$ cat config.mk
export PLATFORM = sky130hd
export DESIGN_NAME = uart_tx_arbiter
export DESIGN_NICKNAME = d
export VERILOG_FILES = /design/src/rtl/uart_tx_arbiter_pkg.sv /design/src/rtl/uart_tx_arbiter_rr.sv /design/src/rtl/uart_tx_arbiter.sv
export SDC_FILE = /design/constraint.sdc
export NUM_CORES = 1
export LEC_CHECK = 0
export CORE_ASPECT_RATIO = 1.1
export CORE_MARGIN = 5
export CORE_UTILIZATION = 50
export DETAILED_ROUTE_END_ITERATION = 10
export PLACE_DENSITY = 0.89
export SETUP_SLACK_MARGIN = 0.05
export SLEW_MARGIN = 20
export SYNTH_ARGS = -nofsm -noshare
export SYNTH_HDL_FRONTEND = slang
export SYNTH_HIERARCHICAL = 1
export SYNTH_SLANG_ARGS = --single-unit
$ cat constraint.sdc
create_clock -name i_clock -period 5.32 [get_ports i_clock]
set_input_delay 1.064 -clock i_clock [delete_from_list [all_inputs] [get_ports i_clock]]
set_output_delay 1.064 -clock i_clock [all_outputs]
set_load 0.03 [all_outputs]
$ cat src/rtl/uart_tx_arbiter_pkg.sv
`default_nettype none
// ============================================================================
//  Module   : uart_tx_arbiter_pkg
//  Purpose  : Shared state encoding, byte width and index helper for the
//             UART TX arbiter and its round-robin picker.
//  Revision : 1.0 - initial release
// ============================================================================
package uart_tx_arbiter_pkg;

    localparam int UART_DATA_SIZE = 8;

    typedef enum logic [2:0] {
        ST_IDLE        = 3'd0,
        ST_START       = 3'd1,
        ST_WAIT_ACCEPT = 3'd2,
        ST_WAIT_DONE   = 3'd3,
        ST_HOLD        = 3'd4
    } arb_state_t;

    // (base + offset) modulo n, for base < n and offset < n
    function automatic int unsigned wrap_add(input int unsigned base,
                                             input int unsigned offset,
                                             input int unsigned n);
        int unsigned sum;
        sum = base + offset;
        return (sum >= n) ? (sum - n) : sum;
    endfunction

endpackage
`default_nettype wire

$ cat src/rtl/uart_tx_arbiter_rr.sv
`default_nettype none
// ============================================================================
//  Module   : rr_priority_select
//  Purpose  : Combinational round-robin picker: first set request at or
//             above the pointer (with wrap) -> one-hot grant and index.
//  Revision : 1.0 - initial release
// ============================================================================
module rr_priority_select
    import uart_tx_arbiter_pkg::*;
#(
    parameter int NUM_REQUESTERS = 3,
    parameter int IDX_W          = $clog2(NUM_REQUESTERS)
) (
    input  logic [NUM_REQUESTERS-1:0] i_req,
    input  logic [IDX_W-1:0]          i_ptr,
    output logic [NUM_REQUESTERS-1:0] o_grant,
    output logic [IDX_W-1:0]          o_idx,
    output logic                      o_valid
);

    logic [IDX_W-1:0] w_cand;

    always_comb begin
        o_grant = '0;
        o_idx   = '0;
        o_valid = 1'b0;
        w_cand  = '0;
        for (int i = 0; i < NUM_REQUESTERS; i++) begin
            w_cand = IDX_W'(wrap_add(32'(i_ptr), 32'(i), 32'(NUM_REQUESTERS)));
            if (!o_valid && i_req[w_cand]) begin
                o_valid         = 1'b1;
                o_idx           = w_cand;
                o_grant[w_cand] = 1'b1;
            end
        end
    end

endmodule
`default_nettype wire

$ cat src/rtl/uart_tx_arbiter.sv
`default_nettype none
// ============================================================================
//  Module   : uart_tx_arbiter
//  Purpose  : Round-robin, frame-locked sharing of one UART TX core among
//             several byte-stream requesters. Optional HOLD watchdog is
//             built when UART_ARB_WATCHDOG_EN is defined.
//  Revision : 1.0 - initial release
// ============================================================================
module uart_tx_arbiter
    import uart_tx_arbiter_pkg::*;
#(
    parameter int NUM_REQUESTERS = 3,
    parameter int UART_DATA_SIZE = uart_tx_arbiter_pkg::UART_DATA_SIZE,
    parameter int TIMEOUT_CYCLES = 100_000
) (
    input  logic                                 i_clock,
    input  logic                                 i_nReset,
    input  logic [NUM_REQUESTERS-1:0]            i_req,
    input  logic [NUM_REQUESTERS*UART_DATA_SIZE-1:0] i_data,
    input  logic [NUM_REQUESTERS-1:0]            i_last,
    output logic [NUM_REQUESTERS-1:0]            o_ack,
    output logic [NUM_REQUESTERS-1:0]            o_grant,
    output logic                                 o_txStart,
    output logic [UART_DATA_SIZE-1:0]            o_txData,
    input  logic                                 i_txBusy,
    output logic                                 o_busy,
    output logic                                 o_timeout
);

    localparam int c_IDX_W = $clog2(NUM_REQUESTERS);

    arb_state_t                r_state;
    arb_state_t                w_next_state;
    logic [c_IDX_W-1:0]        r_ptr;
    logic [c_IDX_W-1:0]        r_owner;
    logic [c_IDX_W-1:0]        w_pick_idx;
    logic [c_IDX_W-1:0]        w_sel;
    logic [NUM_REQUESTERS-1:0] w_pick_grant;
    logic [NUM_REQUESTERS-1:0] w_sel_onehot;
    logic [NUM_REQUESTERS-1:0] r_grant;
    logic [NUM_REQUESTERS-1:0] r_ack;
    logic                      w_pick_valid;
    logic                      w_load;
    logic                      w_frame_done;
    logic                      w_timeout_fire;
    logic                      w_release;
    logic                      w_wdog_expired;
    logic                      r_tx_start;
    logic                      r_last;
    logic [UART_DATA_SIZE-1:0] r_tx_data;
    logic [UART_DATA_SIZE-1:0] w_sel_byte;
    logic                      w_sel_last;

    rr_priority_select #(
        .NUM_REQUESTERS (NUM_REQUESTERS),
        .IDX_W          (c_IDX_W)
    ) u_rr_select (
        .i_req   (i_req),
        .i_ptr   (r_ptr),
        .o_grant (w_pick_grant),
        .o_idx   (w_pick_idx),
        .o_valid (w_pick_valid)
    );

    // In IDLE the picker chooses; afterwards only the frame owner is looked at
    assign w_sel        = (r_state == ST_IDLE) ? w_pick_idx : r_owner;
    assign w_sel_byte   = i_data[w_sel*UART_DATA_SIZE +: UART_DATA_SIZE];
    assign w_sel_last   = i_last[w_sel];
    assign w_sel_onehot = (r_state == ST_IDLE) ? w_pick_grant
                                               : (NUM_REQUESTERS'(1) << r_owner);
    assign w_release    = w_frame_done | w_timeout_fire;

    always_ff @(posedge i_clock or negedge i_nReset) begin
        if (!i_nReset) begin
            r_state <= ST_IDLE;
        end else begin
            r_state <= w_next_state;
        end
    end

    always_comb begin
        w_next_state   = r_state;
        w_load         = 1'b0;
        w_frame_done   = 1'b0;
        w_timeout_fire = 1'b0;
        case (r_state)
            ST_IDLE: begin
                if (w_pick_valid) begin
                    w_load       = 1'b1;
                    w_next_state = ST_START;
                end
            end
            ST_START: begin
                w_next_state = ST_WAIT_ACCEPT;
            end
            ST_WAIT_ACCEPT: begin
                if (i_txBusy) begin
                    w_next_state = ST_WAIT_DONE;
                end
            end
            ST_WAIT_DONE: begin
                if (!i_txBusy) begin
                    if (r_last) begin
                        w_frame_done = 1'b1;
                        w_next_state = ST_IDLE;
                    end else begin
                        w_next_state = ST_HOLD;
                    end
                end
            end
            ST_HOLD: begin
                // A byte arriving on the expiry cycle is still served
                if (i_req[r_owner]) begin
                    w_load       = 1'b1;
                    w_next_state = ST_START;
                end else if (w_wdog_expired) begin
                    w_timeout_fire = 1'b1;
                    w_next_state   = ST_IDLE;
                end
            end
            default: begin
                w_next_state = ST_IDLE;
            end
        endcase
    end

    always_ff @(posedge i_clock or negedge i_nReset) begin
        if (!i_nReset) begin
            r_ptr      <= '0;
            r_owner    <= '0;
            r_grant    <= '0;
            r_ack      <= '0;
            r_tx_start <= 1'b0;
            r_tx_data  <= '0;
            r_last     <= 1'b0;
        end else begin
            r_ack      <= '0;
            r_tx_start <= 1'b0;
            if (w_load) begin
                r_tx_data  <= w_sel_byte;
                r_last     <= w_sel_last;
                r_ack      <= w_sel_onehot;
                r_tx_start <= 1'b1;
                r_owner    <= w_sel;
                r_grant    <= w_sel_onehot;
            end
            if (w_release) begin
                r_grant <= '0;
                r_ptr   <= c_IDX_W'(wrap_add(32'(r_owner), 32'd1, 32'(NUM_REQUESTERS)));
            end
        end
    end

`ifdef UART_ARB_WATCHDOG_EN
    localparam int c_WDOG_W = (TIMEOUT_CYCLES > 2) ? $clog2(TIMEOUT_CYCLES) : 1;

    logic [c_WDOG_W-1:0] r_hold_cnt;
    logic                r_timeout;

    // Counter idles at zero outside HOLD, so it reads zero on the entry cycle
    always_ff @(posedge i_clock or negedge i_nReset) begin
        if (!i_nReset) begin
            r_hold_cnt <= '0;
            r_timeout  <= 1'b0;
        end else begin
            r_timeout <= w_timeout_fire;
            if (r_state != ST_HOLD) begin
                r_hold_cnt <= '0;
            end else begin
                r_hold_cnt <= r_hold_cnt + 1'b1;
            end
        end
    end

    assign w_wdog_expired = (r_hold_cnt == c_WDOG_W'(TIMEOUT_CYCLES - 1));
    assign o_timeout      = r_timeout;
`else
    assign w_wdog_expired = 1'b0;
    assign o_timeout      = 1'b0;
`endif

    assign o_ack     = r_ack;
    assign o_grant   = r_grant;
    assign o_txStart = r_tx_start;
    assign o_txData  = r_tx_data;
    assign o_busy    = (r_state != ST_IDLE);

endmodule
`default_nettype wire

Word-level counts from Yosys, hierarchy flattened
Index checks and enable logic that the tools add are counted.

Add/sub/neg operators: 7. Reductions and logical operators: 11. Bitwise operators: 2. Multiplexer cells: 47. Shift-type cells: 2. $lt $le $gt $ge: 12. Eq/ne operators: 8.

Operator list (count): 3-bit 2-to-1 mux (12); 24-bit by 6-bit variable part select with 8-bit output (1); 1-bit 2-to-1 mux (17); 2-bit 2-to-1 mux (8); 2-bit by 3-bit less-than comparator with 1-bit output (second input constant) (5); 3-bit case mux with 5 select lines (1); 1-bit binary-select mux with 2-bit select (5); 3-bit by 2-bit greater-or-equal comparator with 1-bit output (second input constant) (3); 2-bit subtractor (second input constant) (4); 2-bit by 1-bit adder with 3-bit output (second input constant) (2); 1-bit demux with 2-bit select (3); 3-bit by 2-bit == test with 1-bit output (second input constant) (2); 2-bit by 1-bit greater-or-equal comparator with 1-bit output (second input constant) (3); 2-bit != test (second input constant) (3); 3-bit bitwise OR (2); 1-bit logical AND (5); 4-bit AND reduction (1); 2-bit by 2-bit adder with 3-bit output (second input constant) (1); 3-bit by 1-bit == test with 1-bit output (second input constant) (1); 3-bit == test (second input constant) (1); 3-bit logical NOT (1); 3-bit nonzero test (1); 1-bit by 2-bit << shifter with 3-bit output (first input constant) (1); 2-bit greater-or-equal comparator (second input constant) (1); 4 further kinds (5).

Register bits after elaboration: 23. Output and inout port bits: 17. Logic and storage cells: 97.

Logic depth before layout (Yosys ltp)
Word-level depth: 15. Depth in mapped cells: 13. Depth with buffers taken out: 10.

By module
The synthesis kept the hierarchy.

Modules (own cells, without submodules): uart_tx_arbiter (area an instance 1326.3 um2, cells each 139, seq. area each 575.6 um2, instances 1); rr_priority_select (area an instance 281.5 um2, cells each 41, seq. area each 0.0 um2, instances 1).

Least setup slack after synthesis
No wires, ideal clock.

Kind: input -> register. Start point: input i_req[0]. End point: register r_tx_data[6] (netlist: o_txData[6]). Stages: 10. Path buffers: 2. Library setup time: 0.130 ns. Setup slack: 2.548 ns. Arrival: 2.642 ns. Path through: nand2b_1 -> a21oi_1 -> o21ai_0 -> a21oi_1 -> or4b_1 -> buf_2 -> buf_6 -> and3_1 -> o21ai_1 -> a31oi_1.

Word-level cells in the longest chain between the ends: 11.

Ends and longest elaborated chain: start: declaration (RTL line uart_tx_arbiter.sv:18) `input logic [NUM_REQUESTERS-1:0] i_req,`; 1-bit binary-select mux with 2-bit select (RTL line uart_tx_arbiter_rr.sv:30) `if (!o_valid && i_req[w_cand]) begin`; 1-bit 2-to-1 mux (implied by the code) (RTL line uart_tx_arbiter_rr.sv:30); 1-bit 2-to-1 mux (RTL line uart_tx_arbiter_rr.sv:30); 1-bit logical NOT (RTL line uart_tx_arbiter_rr.sv:30); 1-bit logical AND (RTL line uart_tx_arbiter_rr.sv:30); 1-bit 2-to-1 mux (RTL line uart_tx_arbiter_rr.sv:30); 1-bit logical NOT (RTL line uart_tx_arbiter_rr.sv:30); 1-bit logical AND (RTL line uart_tx_arbiter_rr.sv:30); 2-bit 2-to-1 mux * (RTL line uart_tx_arbiter_rr.sv:30); named net w_pick_idx[0] (RTL line uart_tx_arbiter.sv:36) `logic [c_IDX_W-1:0] w_pick_idx;`; 2-bit 2-to-1 mux * (RTL line uart_tx_arbiter.sv:66) `assign w_sel = (r_state == ST_IDLE) ? w_pick_idx : r_owner;`; 24-bit by 6-bit variable part select with 8-bit output * (RTL line uart_tx_arbiter.sv:67) `assign w_sel_byte = i_data[w_sel*UART_DATA_SIZE +: UART_DATA_SIZE];`; end signal: assignment (RTL line uart_tx_arbiter.sv:140) `r_tx_data <= w_sel_byte;`; end: declaration (RTL line uart_tx_arbiter.sv:50) `logic [UART_DATA_SIZE-1:0] r_tx_data;`.

Mark *: on every way through the listed nets, which the timed path passes. The rest lies on a longest branch. The select of a mux whose other input is x is not followed. A chain may end at the register's enable or synchronous reset.

Final worst setup path
Start point: input i_req[1]. End point: register r_tx_data[4] (netlist: o_txData[4]).

The elaborated chain is that of the path after synthesis.

==> flow_summary.yaml <==
yosys:
  synthesis.nets: 221
  yosysWarnings: 6
  synthesis.area_sq_mm: 0.00161
  ys_ff_latch: 23
  synth.avg_cell_area_sq_um: 8.93
  ys_top_cells_by_area: "dfrtp_1 36%, a21oi_1 6.2%, ha_1 6.2%, mux2i_1 4.4%, a21boi_1 4.2%"
  synth_area_leader_cell: "dfrtp_1"
  ys_types: 39
  yosysTopAreaCellShare_pct: 35.8
  yosysSeqAreaShare_pct: 35.8
  synthCells: 180
floorplan:
  initial_core_util_pct: 52.3
  row_count: 21
  die_w_microns: 64.1
  dieArea_sq_mm: 0.00445
  fp.dieH_microns: 69.5
  coreArea_sq_mm: 0.00307
  pin_count: 50
placed_design:
  pre_cts_slack_ns: 1.67
  dp_hpwl_microns: 3050
  dpl-instance-area_sq_mm: 0.00206
  place_congestion: 0.864
  port_buffers: 48
global_routing:
  grt_pass1_wl_microns: 6620
  grt_max_degree: 24
  antenna_found_initial: 0
  grt_pass1_vias: 1404
  grtUsageTotal_pct: 17.9
  grt.overflow.total: 0
routing:
  antenna_left: 0
  drt_pass1_iterations: 4
  drcViolationCount: 0
  wl_per_cell_microns: 15.8
  postRouteWirelength_microns: 4040
  avgViaCountPerCell: 5.71
  dr.first_iter.drc_count: 84
  via_count: 1461
timing:
  final_hold_viol_count: 0
  post-route-period-util_pct: 62.3
  maxSlewViolCount: 0
  setup-tns-final_ns: 0
  whs_ns: 0.504
  worst_slack_ns: 2.00
  relSlewSlack_pct: 34.9
  rsz0062_at_grt: "false"
  setup_viol: 0
  fin_skew_ns: 0.00877
  max_freq_mhz: 302
  worstMarginPinSlew_ns: 0.971
  period_minus_slack_ns: 3.32
clock_network:
  post_cts_buffers: 0
  hold_buffers: 0
  clk_pin_slew_worst_paths_ns: 0.12
  clkSinkCount: 23
  numCtsBuffers: 3
  post_cts_resized: 0
  cts-root-buf: "clkbuf_4"
  insertion_delay_ns: 0.31
  cts.path.max_buffers: 2
  htree_levels: 1
  cts_tree: "done"
setup_path:
  slowest_stage: "or4b_1"
  slowest_delay_ns: 0.71
  cp_cell_sequence: "clkdlybuf4s50_1 > mux2i_4 > or2_2 > a21oi_1 > or4b_1 > and3_1 > o21ai_1 > a31oi_1"
  startpoint_type: "input port"
  timing.rr.start: "r_ptr[1]$_DFFE_PN0P_"
  crit_start: "i_req[1]"
  crit_path_end_kind: "flop"
  crit_required_ns: 5.50
  critPathArrivalTime_ns: 3.49
  crit_fanout: 18
  critPathKind: "input port to flop"
final_layout:
  n_fill_cell: 259
  multi_input_area_sq_um: 932
  insertedDiodeCount: 0
  fin_area_sq_mm: 0.00209
  area_growth_pct: 29.7
  final_nets: 264
  register_area_sq_um: 576
  drive_gt1_share_pct: 7.21
hold_path:
  hp-start: "r_last$_DFFE_PN0P_"
  hp-class: "flop to flop"
power_and_ir_drop:
  leakage_nw: 0.865
  total_power_mw: 1.27
  power_density_mw_per_mm2: 608
  max-vdd-ir-drop_mv: 0.381
status:
  run_status: "complete, no violations"
job:
  drv_cap: 0
## critical path, delay by kind of cell
family                 cells  cell delay, ns
and+or+nand+nor            3            1.28
muxes                      1            0.12
buffers and inverters      1            0.60
AOI/OAI and AO/OA          3            0.43
## report_power, final
| group | internal [mW] | switching [mW] | total (mW) |
|---|---|---|---|
| Sequential | 0.256 | 0.0780 | 0.334 |
| Clock | 0.0292 | 0.0529 | 0.0822 |
| Combinational | 0.352 | 0.499 | 0.851 |
## layout by cell type (no fill, tap or decap), drive strengths merged, types with 2 or more instances in the layout
cell type	netlist	layout
inv	9	9
a21boi	9	9
a31oi	9	9
ha	8	8
a21oi	20	20
nand2	16	16
a211oi	3	3
clkbuf	4	4
mux2	2	2
and3	9	9
nand3b	4	4
o21ai	18	18
nand2b	3	3
nor2	8	8
dfrtp	23	23
mux2i	10	10
clkdlybuf4s50	0	47
a22oi	2	2
nor3	4	4
nand3	2	2
## cell usage after synthesis
master and n:
mux2_2 2, buf_6 3, and3_1 9, nor3_1 3, inv_1 8, a211oi_1 3
buf_2 2, nand2b_1 3, o31ai_2 1, nand2_1 16, a22oi_1 2, nand3_1 2
dfrtp_1 23, inv_2 1, o22ai_1 1, a21oi_1 20, a31oi_1 9, nor3_4 1
or4b_1 1, ha_1 8, conb_1 1, and2_1 1, clkbuf_1 4, nand3b_1 4
or2_2 1, o2111ai_1 1, mux2i_4 2, or3_1 1, and2b_2 1, mux2i_2 1
o21ai_2 1, o21a_1 1, o211ai_2 1, nor2_1 8, mux2i_1 7, o21ai_0 7
o21ai_1 10, buf_4 1, a21boi_1 9
## metal layers
metal,global-route usage (%),vias to the layer above,share of wire (%)
li1,-,733,-
met1,22.7,689,44
met2,30.4,35,51
met3,3.57,4,3.8
met5,0,-,0
met4,4.85,0,1.0
## layout make-up
| class | instances | area share [%] |
|---|---|---|
| clock buffers | 4 | 1.26 |
| inverters | 9 | 1.62 |
| multi-input cells | 138 | 44.7 |
| flip-flops and latches | 23 | 27.6 |
| well taps | 34 | 2.04 |
| repair buffers | 48 | 22.8 |
## final timing paths
check | slack, ns | depth (start not counted) | endpoint
setup / recovery | 2.00 | 8 | o_txData[4]$_DFFE_PN0P_
setup reg to reg | 2.33 | 9 | o_grant[2]$_DFFE_PN0P_
min in group asynchronous | 0.71 | 1 | o_txData[1]$_DFFE_PN0P_
hold reg to reg | 0.50 | 1 | r_state[2]$_DFFE_PN0P_
max in group asynchronous | 4.25 | 1 | r_state[2]$_DFFE_PN0P_
hold / removal | 0.50 | 1 | r_state[2]$_DFFE_PN0P_
## cells by family (layout without fill, tap and decap cells)
| family | after synthesis | after routing | share of synthesized area (%) |
|---|---|---|---|
| fa+ha+maj | 8 | 8 | 6.23 |
| other cells | 1 | 1 | 0.233 |
| mux | 12 | 12 | 9.42 |
| buf+inv | 19 | 61 | 6.23 |
| flops | 23 | 23 | 35.8 |
| compound gates | 66 | 66 | 25.1 |
| simple gates | 51 | 51 | 17.0 |
## flip-flops by register name, summed over array words and instances, names as in the netlist
register,flops
o_ack,3
r_ptr,2
r_last,1
r_state,3
r_owner,2
o_txData,8
o_grant,3
o_txStart,1
## metrics by stage
stage	std cells	utilization, %
floorplan	180	-
global placement	252	67.2
detailed placement	252	67.2
CTS	256	68.0
global route	256	67.8
finish	256	67.8
(Power assumes the default switching activity.)
